--- config.mk ---
export PLATFORM = sky130hd
export DESIGN_NAME = cic_decim_mc
export DESIGN_NICKNAME = d
export VERILOG_FILES = /design/src/rtl/cic_pkg.sv /design/src/rtl/cic_comb_chain.sv /design/src/rtl/cic_decim_mc.sv
export SDC_FILE = /design/constraint.sdc
export NUM_CORES = 1
export LEC_CHECK = 0
export BUFFER_PORTS_ARGS = -buffer_cell sky130_fd_sc_hd__buf_4
export CAP_MARGIN = 20
export CORE_MARGIN = 8
export CORE_UTILIZATION = 65
export DETAILED_ROUTE_END_ITERATION = 10
export PLACE_DENSITY_LB_ADDON = 0.3
export SLEW_MARGIN = 25
export SYNTH_ARGS = -nofsm -noshare
export SYNTH_HDL_FRONTEND = slang
export SYNTH_HIERARCHICAL = 1
export SYNTH_SLANG_ARGS = --single-unit
--- constraint.sdc ---
create_clock -name clk -period 30.2 [get_ports clk]
set_input_delay 6.04 -clock clk [delete_from_list [all_inputs] [get_ports clk]]
set_output_delay 6.04 -clock clk [all_outputs]
set_load 0.03 [all_outputs]
--- src/rtl/cic_pkg.sv ---
// Shared constants, types and the ratio clamp for the multi-channel CIC decimator.
package cic_pkg;
  localparam int CIC_DW        = 16;
  localparam int CIC_N         = 3;
  localparam int CIC_MAX_LOG2R = 6;
  localparam int ACC_W         = CIC_DW + CIC_N * CIC_MAX_LOG2R;

  typedef logic signed [ACC_W-1:0] acc_t;
  typedef acc_t [CIC_N-1:0]        acc_arr_t;

  // Effective log2 of the decimation ratio; requests beyond the maximum saturate.
  function automatic logic [2:0] eff_log2r(input logic [2:0] os,
                                           input int max_l = CIC_MAX_LOG2R);
    if (int'(os) > max_l) return 3'(max_l);
    return os;
  endfunction
endpackage

--- src/rtl/cic_comb_chain.sv ---
// Combinational N-stage comb (M=1): each stage subtracts its delay and hands its input on as the new delay.
module cic_comb_chain #(
  parameter int W = 34,
  parameter int N = 3
) (
  input  logic [W-1:0]        din,
  input  logic [N-1:0][W-1:0] dly,
  output logic [W-1:0]        dout,
  output logic [N-1:0][W-1:0] dly_nxt
);
  logic [N:0][W-1:0] stg;

  assign stg[0] = din;
  for (genvar k = 0; k < N; k++) begin : g_stage
    assign stg[k+1]   = stg[k] - dly[k];
    assign dly_nxt[k] = stg[k];
  end
  assign dout = stg[N];
endmodule

--- src/rtl/cic_decim_mc.sv ---
// Multi-channel CIC decimator: per-channel integrators/counters in stage 1, shared comb chain in stage 2.
module cic_decim_mc
  import cic_pkg::*;
#(
  parameter int DW        = CIC_DW,
  parameter int N         = CIC_N,
  parameter int MAX_LOG2R = CIC_MAX_LOG2R,
  parameter int CH        = 2,
  parameter int CHW       = $clog2(CH > 1 ? CH : 2)
) (
  input  logic           clk,
  input  logic           reset_n,
  input  logic [2:0]     os_sel,
  input  logic           in_valid,
  input  logic [CHW-1:0] in_ch,
  input  logic [DW-1:0]  data_in,
  output logic           out_valid,
  output logic [CHW-1:0] out_ch,
  output logic [DW-1:0]  data_out,
  output logic           cfg_err
);
  localparam int AW = DW + N * MAX_LOG2R;
  localparam int CW = MAX_LOG2R;

  logic [2:0]                   os_q, os_d, l_q, l_d, l_new;
  logic                         cfg_err_q, cfg_err_d;
  logic [CH-1:0][N-1:0][AW-1:0] integ_q, integ_d, dly_q, dly_d;
  logic [CH-1:0][CW-1:0]        dcnt_q, dcnt_d;
  logic                         s1_vld_q, s1_vld_d, s1_byp_q, s1_byp_d;
  logic [CHW-1:0]               s1_ch_q, s1_ch_d;
  logic [AW-1:0]                s1_acc_q, s1_acc_d;
  logic                         out_valid_q, out_valid_d;
  logic [CHW-1:0]               out_ch_q, out_ch_d;
  logic [DW-1:0]                data_out_q, data_out_d;

  logic                  clr, ch_ok, accept, dump;
  logic [CW-1:0]         mask;
  logic [AW-1:0]         x_ext, cc_out;
  logic [N-1:0][AW-1:0]  integ_new, cc_dly_nxt;
  logic signed [AW-1:0]  scaled;

  // A change of effective ratio wipes every channel before new-ratio data is accepted.
  assign l_new  = eff_log2r(os_q, MAX_LOG2R);
  assign clr    = (l_new != l_q);
  assign mask   = ~({CW{1'b1}} << l_q);
  assign x_ext  = {{(AW-DW){data_in[DW-1]}}, data_in};
  assign accept = in_valid & ch_ok & ~clr;
  assign dump   = (dcnt_q[in_ch] == mask);

  if (CH == (1 << CHW)) begin : g_ch_full
    assign ch_ok = 1'b1;
  end else begin : g_ch_part
    assign ch_ok = (int'(in_ch) < CH);
  end

  always_comb begin
    integ_new    = integ_q[in_ch];
    integ_new[0] = integ_q[in_ch][0] + x_ext;
    for (int k = 1; k < N; k++)
      integ_new[k] = integ_q[in_ch][k] + integ_new[k-1];
  end

  cic_comb_chain #(.W(AW), .N(N)) u_comb (
    .din     (s1_acc_q),
    .dly     (dly_q[s1_ch_q]),
    .dout    (cc_out),
    .dly_nxt (cc_dly_nxt)
  );

  // Gain is R^N = 2^(N*L), so normalisation is an exact arithmetic shift.
  assign scaled = $signed(cc_out) >>> (N * int'(l_q));

  always_comb begin
    os_d        = os_sel;
    l_d         = l_new;
    cfg_err_d   = (int'(os_sel) > MAX_LOG2R);
    integ_d     = integ_q;
    dly_d       = dly_q;
    dcnt_d      = dcnt_q;
    s1_vld_d    = 1'b0;
    s1_byp_d    = 1'b0;
    s1_ch_d     = s1_ch_q;
    s1_acc_d    = s1_acc_q;
    out_valid_d = s1_vld_q;
    out_ch_d    = out_ch_q;
    data_out_d  = data_out_q;

    if (accept) begin
      if (l_q == 3'd0) begin
        s1_vld_d = 1'b1;
        s1_byp_d = 1'b1;
        s1_ch_d  = in_ch;
        s1_acc_d = x_ext;
      end else begin
        integ_d[in_ch] = integ_new;
        dcnt_d[in_ch]  = (dcnt_q[in_ch] + 1'b1) & mask;
        if (dump) begin
          s1_vld_d = 1'b1;
          s1_ch_d  = in_ch;
          s1_acc_d = integ_new[N-1];
        end
      end
    end

    if (s1_vld_q) begin
      out_ch_d = s1_ch_q;
      if (s1_byp_q) begin
        data_out_d = s1_acc_q[DW-1:0];
      end else begin
        dly_d[s1_ch_q] = cc_dly_nxt;
        data_out_d     = scaled[DW-1:0];
      end
    end

    if (clr) begin
      integ_d     = '0;
      dly_d       = '0;
      dcnt_d      = '0;
      s1_vld_d    = 1'b0;
      out_valid_d = 1'b0;
    end
  end

  // Reset loads the current ratio so release does not look like a ratio change.
  always_ff @(posedge clk) begin
    if (!reset_n) begin
      os_q        <= os_sel;
      l_q         <= eff_log2r(os_sel, MAX_LOG2R);
      cfg_err_q   <= 1'b0;
      integ_q     <= '0;
      dly_q       <= '0;
      dcnt_q      <= '0;
      s1_vld_q    <= 1'b0;
      s1_byp_q    <= 1'b0;
      s1_ch_q     <= '0;
      s1_acc_q    <= '0;
      out_valid_q <= 1'b0;
      out_ch_q    <= '0;
      data_out_q  <= '0;
    end else begin
      os_q        <= os_d;
      l_q         <= l_d;
      cfg_err_q   <= cfg_err_d;
      integ_q     <= integ_d;
      dly_q       <= dly_d;
      dcnt_q      <= dcnt_d;
      s1_vld_q    <= s1_vld_d;
      s1_byp_q    <= s1_byp_d;
      s1_ch_q     <= s1_ch_d;
      s1_acc_q    <= s1_acc_d;
      out_valid_q <= out_valid_d;
      out_ch_q    <= out_ch_d;
      data_out_q  <= data_out_d;
    end
  end

  assign out_valid = out_valid_q;
  assign out_ch    = out_ch_q;
  assign data_out  = data_out_q;
  assign cfg_err   = cfg_err_q;
endmodule

==> reports/metrics.csv, run 1 <==
metric,value,unit
run_status,finished clean,
placement.io_buffers,41,
prevailing_post_synth_register_cell,sky130_fd_sc_hd__dfxtp_1,
synth_warn,6,
cp_slowest_stage_delay,0.65,ns
number_of_buffers_inserted_by_post_cts_setup_repair,0,
antenna_found_initial,1,
min_tclk_post_route,13.44,ns
leakagePower,12.7,nW
floorplan.die_area,0.0559,sq mm
post_detailed_placement_half_perimeter_wirelength,51700,um
min-delay-start,dly_q[120]$_SDFFE_PP0P_,
layout_setup_ws,16.76,ns
worst_slew_pin_slew,1.04,ns
htree_num_levels,2,
kind_of_critical_path,input port to register,
yosysUniqueCellTypes,100,
clock_insertion_delay_worst_skew,0.62,ns
drtAntennaViolNets,0,
syn-num-nets,4236,
core_area,0.0478,sq mm
setup.worst_path.start,in_ch,
start_kind,input port,
floorplan.rows,80,
resize_count_post_cts,0,
drc,0,
timing.critical_path.fanout_max,49,
via_count_of_the_first_global_routing_pass,25800,
die_height,236,um
post-synth-top-count-cell,sky130_fd_sc_hd__nand2_1,
numCtsBuffers,51,
yosys.area.top_type_share,30.6,%
ctsHoldBuffers,0,
synth.largest_area_cell,sky130_fd_sc_hd__dfxtp_1,
total_vias_in_the_final_route,27200,
average_size_of_a_mapped_cell,7.89,sq um
grt_overflow,0,
met3_capacity_usage_during_global_routing,2.90,%
max_freq,0.0744,GHz
detailed_route_wire_length_per_cell,16.9,um
synth.area.top_cells,"sky130_fd_sc_hd__dfxtp_1 31%, sky130_fd_sc_hd__nand2_1 10%, sky130_fd_sc_hd__a21oi_1 9.2%",
grtUsageMet1,33.6,%
worstSetupEndpointType,register,
setup_viol,0,
timing.hold.worst.class,register to register,
maximum_number_of_pins_on_one_net_before_global_route_repair,171,
worst_slew_margin_rel,30.7,%
preCtsSetupSlack,16.23,ns
nNetsFinal,4110,
via_count_normalized_by_instance_count,6.00,
mappedNetlistArea,0.0316,sq mm
report.final.slew_viol_count,0,
worstReg2RegStart,s1_ch_q$_SDFFE_PN0P_,
initialDrtViolationCount,2022,
antenna-diode-count,0,
worst_ep_arrival_time,13.94,ns
dr.pass1.iters,5,
finalClockSkew,0.0284,ns
synthesis.instances,4002,
start_util,66.0,%
clock_tree.buffer_depth,3,
timing.setup.tns,0,ns
drive_gt1_share,12.4,%
rsz0062_at_grt,no,
path_clk_slew,0.07,ns
number_of_enable_flip_flop_cells_after_synthesis,0,
global_route_wire_length_before_repair,126000,um
groute.layer.met2.usage,45.1,%
power.ir.vdd_worst,0.0545,mV
drt_wl_total,76800,um
die_width,236,um
yosys-top-cells-count,"858 x sky130_fd_sc_hd__nand2_1, 583 x sky130_fd_sc_hd__a21oi_1, 482 x sky130_fd_sc_hd__dfxtp_1, 239 x sky130_fd_sc_hd__mux2_2, 239 x sky130_fd_sc_hd__nor2_1",
fin_crit_share,44.5,%
tot_gr_track_use,26.2,%
cellPowerDensity,70.2,mW/mm^2
numClockSinks,482,
finalWeightedCongestion,0.957,
critPathRequiredTime,30.70,ns
maxCapViolations,0,
crit_path_frequent_cell,sky130_fd_sc_hd__a21oi_1,
tritoncts,done,
cp_slowest_cell,sky130_fd_sc_hd__buf_4,
top_level_ports,42,
report.final.hold_viol_count,0,
synthArstFlopShare,0,%
gr-max-usage-layer,met2,
root_buffer,sky130_fd_sc_hd__clkbuf_16,
synth.ff_latch_count,482,
synth-seq-area-share,30.6,%
area_growth,6.14,%
-- final timing paths --
check | depth (start not counted) | to | slack [ns]
max | 32 | integ_q[101]$_SDFFE_PP0P_ | 16.76
min | 2 | dly_q[120]$_SDFFE_PP0P_ | 0.45
max reg2reg | 38 | data_out[13]$_SDFFE_PN0P_ | 19.96
min reg2reg | 2 | dly_q[120]$_SDFFE_PP0P_ | 0.45
-- routing by layer --
metal	wire length, um	vias up
met5	0	-
met4	2480	0
met3	3860	179
met2	36200	770
met1	34300	12700
li1	-	13500
-- metrics by stage --
step | power, W | utilization (%) | area (sq um) | hold WS, ns | std cells
after global placement | 0.00168 | 66.4 | 31800 | 0.438 | 4438
after detailed placement | 0.00169 | 66.4 | 31800 | 0.443 | 4438
after floorplan | 0.00143 | - | 31600 | 0.428 | 4002
final | 0.00235 | 70.0 | 33500 | 0.450 | 4531
after CTS | 0.00234 | 70.0 | 33500 | 0.451 | 4531
after global routing | 0.00246 | 70.0 | 33500 | 0.464 | 4531
-- cells by family (layout without fill, tap and decap cells) --
group | after synthesis | in the layout | share of synthesized area, %
multiplexers | 327 | 327 | 12.3
adder cells (fa/ha/maj) | 212 | 212 | 8.56
XOR/XNOR | 194 | 194 | 5.55
AO/OA/AOI/OAI | 1040 | 1040 | 19.6
flip-flops | 482 | 482 | 30.6
buffers and inverters | 423 | 337 | 5.79
AND/OR/NAND/NOR | 1324 | 1324 | 17.6
-- flip-flops by register name, indices dropped and copies added, names as in the netlist --
register   count
cfg_err        1
data_out      16
dcnt_q        12
dly_q        204
integ_q      204
l_q            3
os_q           3
out_ch         1
out_valid      1
s1_acc_q      34
s1_byp_q       1
s1_ch_q        1
s1_vld_q       1
-- area by class of cell --
cell class              instances  area [sq um]
well taps                     615           769
inverters                     175           669
clock buffers                  70          1440
repair buffers                 69           538
flip-flops and latches        482          9650
fillers                      3819         14300
clock inverters                23           275
multi-input cells            3097         20200
-- power breakdown --
| group | total, W | switching (W) | internal (W) |
|---|---|---|---|
| Combinational | 0.00106 | 0.000610 | 0.000455 |
| Clock | 0.000646 | 0.000269 | 0.000377 |
| Sequential | 0.000640 | 0.00000234 | 0.000638 |
-- worst max-delay path, delay by kind of cell --
family / cells / cell delay [ns]
and+or+nand+nor: 4 / 0.66
AOI/OAI and AO/OA: 18 / 4.02
buffers and inverters: 3 / 0.97
xor gates and xnor gates: 3 / 0.74
muxes: 1 / 0.41
adders and majority gates: 3 / 1.06
-- placed cells by master (no fill, tap or decap), types with 22 or more instances in the layout --
cell type and count:
sky130_fd_sc_hd__nand2_1 856, sky130_fd_sc_hd__a21oi_1 582, sky130_fd_sc_hd__dfxtp_1 481, sky130_fd_sc_hd__buf_4 66, sky130_fd_sc_hd__nand2b_1 22, sky130_fd_sc_hd__o21bai_1 37
sky130_fd_sc_hd__mux2i_1 63, sky130_fd_sc_hd__o21ai_0 125, sky130_fd_sc_hd__clkbuf_16 51, sky130_fd_sc_hd__inv_1 172, sky130_fd_sc_hd__ha_1 204, sky130_fd_sc_hd__nor2_1 239
sky130_fd_sc_hd__mux4_2 24, sky130_fd_sc_hd__xor2_1 52, sky130_fd_sc_hd__a211oi_1 45, sky130_fd_sc_hd__nor3_1 27, sky130_fd_sc_hd__o21a_1 24, sky130_fd_sc_hd__a21o_1 74
sky130_fd_sc_hd__xnor2_1 136, sky130_fd_sc_hd__mux2_2 239, sky130_fd_sc_hd__nand3_1 50
(Power assumes the default switching activity.)
==> run 2: changes to the inputs <==
Settings changed: CORE_UTILIZATION 65 to 58.
Clock period 30.2 ns to 11.8 ns, I/O delays scaled along.
==> reports/metrics.csv, run 2 (same netlist as run 1, synthesis figures left out) <==
metric,value,unit,change
kind_of_critical_path,input port to register,,
top_level_ports,42,,unchanged
floorplan.rows,85,,+6.3%
nNetsFinal,4113,,+0.073%
leakagePower,12.8,nW,+0.76%
critPathRequiredTime,12.26,ns,-18.44 ns
worst_ep_arrival_time,10.66,ns,-3.28 ns
drtAntennaViolNets,0,,unchanged
worstSetupEndpointType,register,,
area_growth,7.05,%,
resize_count_post_cts,0,,unchanged
cp_slowest_cell,sky130_fd_sc_hd__a2111oi_0,,
htree_num_levels,2,,unchanged
tot_gr_track_use,23.9,%,-2.4 points
finish.cell_count_without_fillers,4616,,+1.9%
start_util,58.6,%,-7.3 points
clock_insertion_delay_worst_skew,0.62,ns,about the same
floorplan.die_area,0.0621,sq mm,+11%
initialDrtViolationCount,1694,,-16%
finalClockSkew,0.0253,ns,-0.00310 ns
timing.critical_path.fanout_max,29,,-41%
cellPowerDensity,182,mW/mm^2,+160%
antenna-diode-count,0,,unchanged
die_width,249,um,+5.5%
global_route_wire_length_before_repair,128000,um,+1.5%
run_status,finished clean,,
antenna_found_initial,1,,unchanged
cp_slowest_stage_delay,0.69,ns,+0.04 ns
via_count_normalized_by_instance_count,5.85,,-2.4%
worst_slew_margin_rel,35.5,%,+4.9 points
hold_ws,0.449,ns,-0.000880 ns
drive_gt1_share,12.6,%,+0.19 points
finalWeightedCongestion,0.969,,+1.2%
worst_slew_pin_slew,0.961,ns,-0.0787 ns
numCtsBuffers,52,,+2.0%
drt_wl_total,77100,um,+0.50%
crit_path_frequent_cell,sky130_fd_sc_hd__a21oi_1,,
total_vias_in_the_final_route,27000,,-0.62%
die_height,249,um,+5.5%
numClockSinks,482,,unchanged
fin_crit_share,86.4,%,
setup_viol,0,,unchanged
preCtsSetupSlack,1.18,ns,-15.05 ns
layout_commonest_cell,sky130_fd_sc_hd__nand2_1,,
timing.hold.worst.class,register to register,,
dr.pass1.iters,7,,+2
root_buffer,sky130_fd_sc_hd__clkbuf_16,,
detailed_route_wire_length_per_cell,16.7,um,-1.4%
drc,0,,unchanged
fillers,4802,,+26%
max_freq,0.0981,GHz,
via_count_of_the_first_global_routing_pass,25800,,+0.24%
core_area,0.0538,sq mm,+12%
maxCapViolations,0,,unchanged
mostFrequentLayoutCells,"856 x sky130_fd_sc_hd__nand2_1, 582 x sky130_fd_sc_hd__a21oi_1, 481 x sky130_fd_sc_hd__dfxtp_1",,
finalPower,0.00614,W,+160%
layout_setup_ws,1.60,ns,-15.16 ns
clock_tree.buffer_depth,3,,unchanged
min_tclk_post_route,10.20,ns,
power.ir.vdd_worst,0.156,mV,+190%
dpl.cell_count,4521,,+1.9%
report.final.slew_viol_count,0,,unchanged
reg_top3,"dly_q: 204 flops, integ_q: 204 flops, s1_acc_q: 34 flops",,
grt_overflow,0,,unchanged
path_clk_slew,0.06,ns,about the same
rsz0062_at_grt,no,,
post_detailed_placement_half_perimeter_wirelength,52500,um,+1.5%
ctsHoldBuffers,0,,unchanged
number_of_buffers_inserted_by_post_cts_setup_repair,0,,unchanged
start_kind,input port,,
report.final.hold_viol_count,0,,unchanged
maximum_number_of_pins_on_one_net_before_global_route_repair,103,,-40%
placement.io_buffers,41,,unchanged
tritoncts,done,,
timing.setup.tns,0,ns,unchanged
## run 2: cell count changes in the layout (fill, tap and decap cells not counted), sizes merged
cell      previous run  this run
bufinv               5        11
clkbuf              70        67
clkinv              12        14
buf                 69        71
clkinvlp             5         2
## run 2: per-stage QoR
step	utilization [%]	instance area, sq um
after CTS	62.8	33800
after detailed placement	59.2	31900
after floorplan	-	31600
after global placement	59.2	31900
after global routing	62.8	33800
final	62.8	33800
## run 2: layout make-up
cell class | count | area, sq um | share of cell area (%)
clock buffers | 67 | 1440 | 4.25
inverters | 175 | 669 | 1.98
clock inverters | 28 | 458 | 1.36
flip-flops and latches | 482 | 9650 | 28.6
repair buffers | 71 | 541 | 1.60
multi-input cells | 3097 | 20200 | 59.7
well taps | 696 | 871 | 2.58
## run 2: worst paths after layout
kind	startpoint	to	slack, ns	depth (start not counted)
setup / recovery	in_ch	integ_q[203]$_SDFFE_PP0P_	1.60	35
hold / removal	integ_q[72]$_SDFFE_PP0P_	integ_q[72]$_SDFFE_PP0P_	0.45	2
setup reg to reg	s1_ch_q$_SDFFE_PN0P_	data_out[15]$_SDFFE_PN0P_	1.93	39
hold reg to reg	integ_q[72]$_SDFFE_PP0P_	integ_q[72]$_SDFFE_PP0P_	0.45	2
## run 2: routing by layer
layer	share of wire [%]	vias to the layer above	GRT usage (%)
li1	-	13600	-
met4	2.6	2	7.26
met1	46	12700	30.7
met3	4.5	137	2.83
met5	0.017	-	0
met2	47	628	41.5
## run 2: power by group
part           switching, W  internal (W)  total, W
sequential       0.00000623       0.00163   0.00164
combinational       0.00153       0.00116   0.00269
clock              0.000705       0.00110   0.00181
total               0.00224       0.00390   0.00614
## run 2: critical path, delay by kind of cell
kind | cells | cell delay (ns)
AO/OA/AOI/OAI | 22 | 4.85
AND/OR/NAND/NOR | 3 | 0.50
adder cells (fa/ha/maj) | 4 | 1.37
multiplexers | 1 | 0.39
buffers and inverters | 2 | 0.45
XOR/XNOR | 3 | 0.69
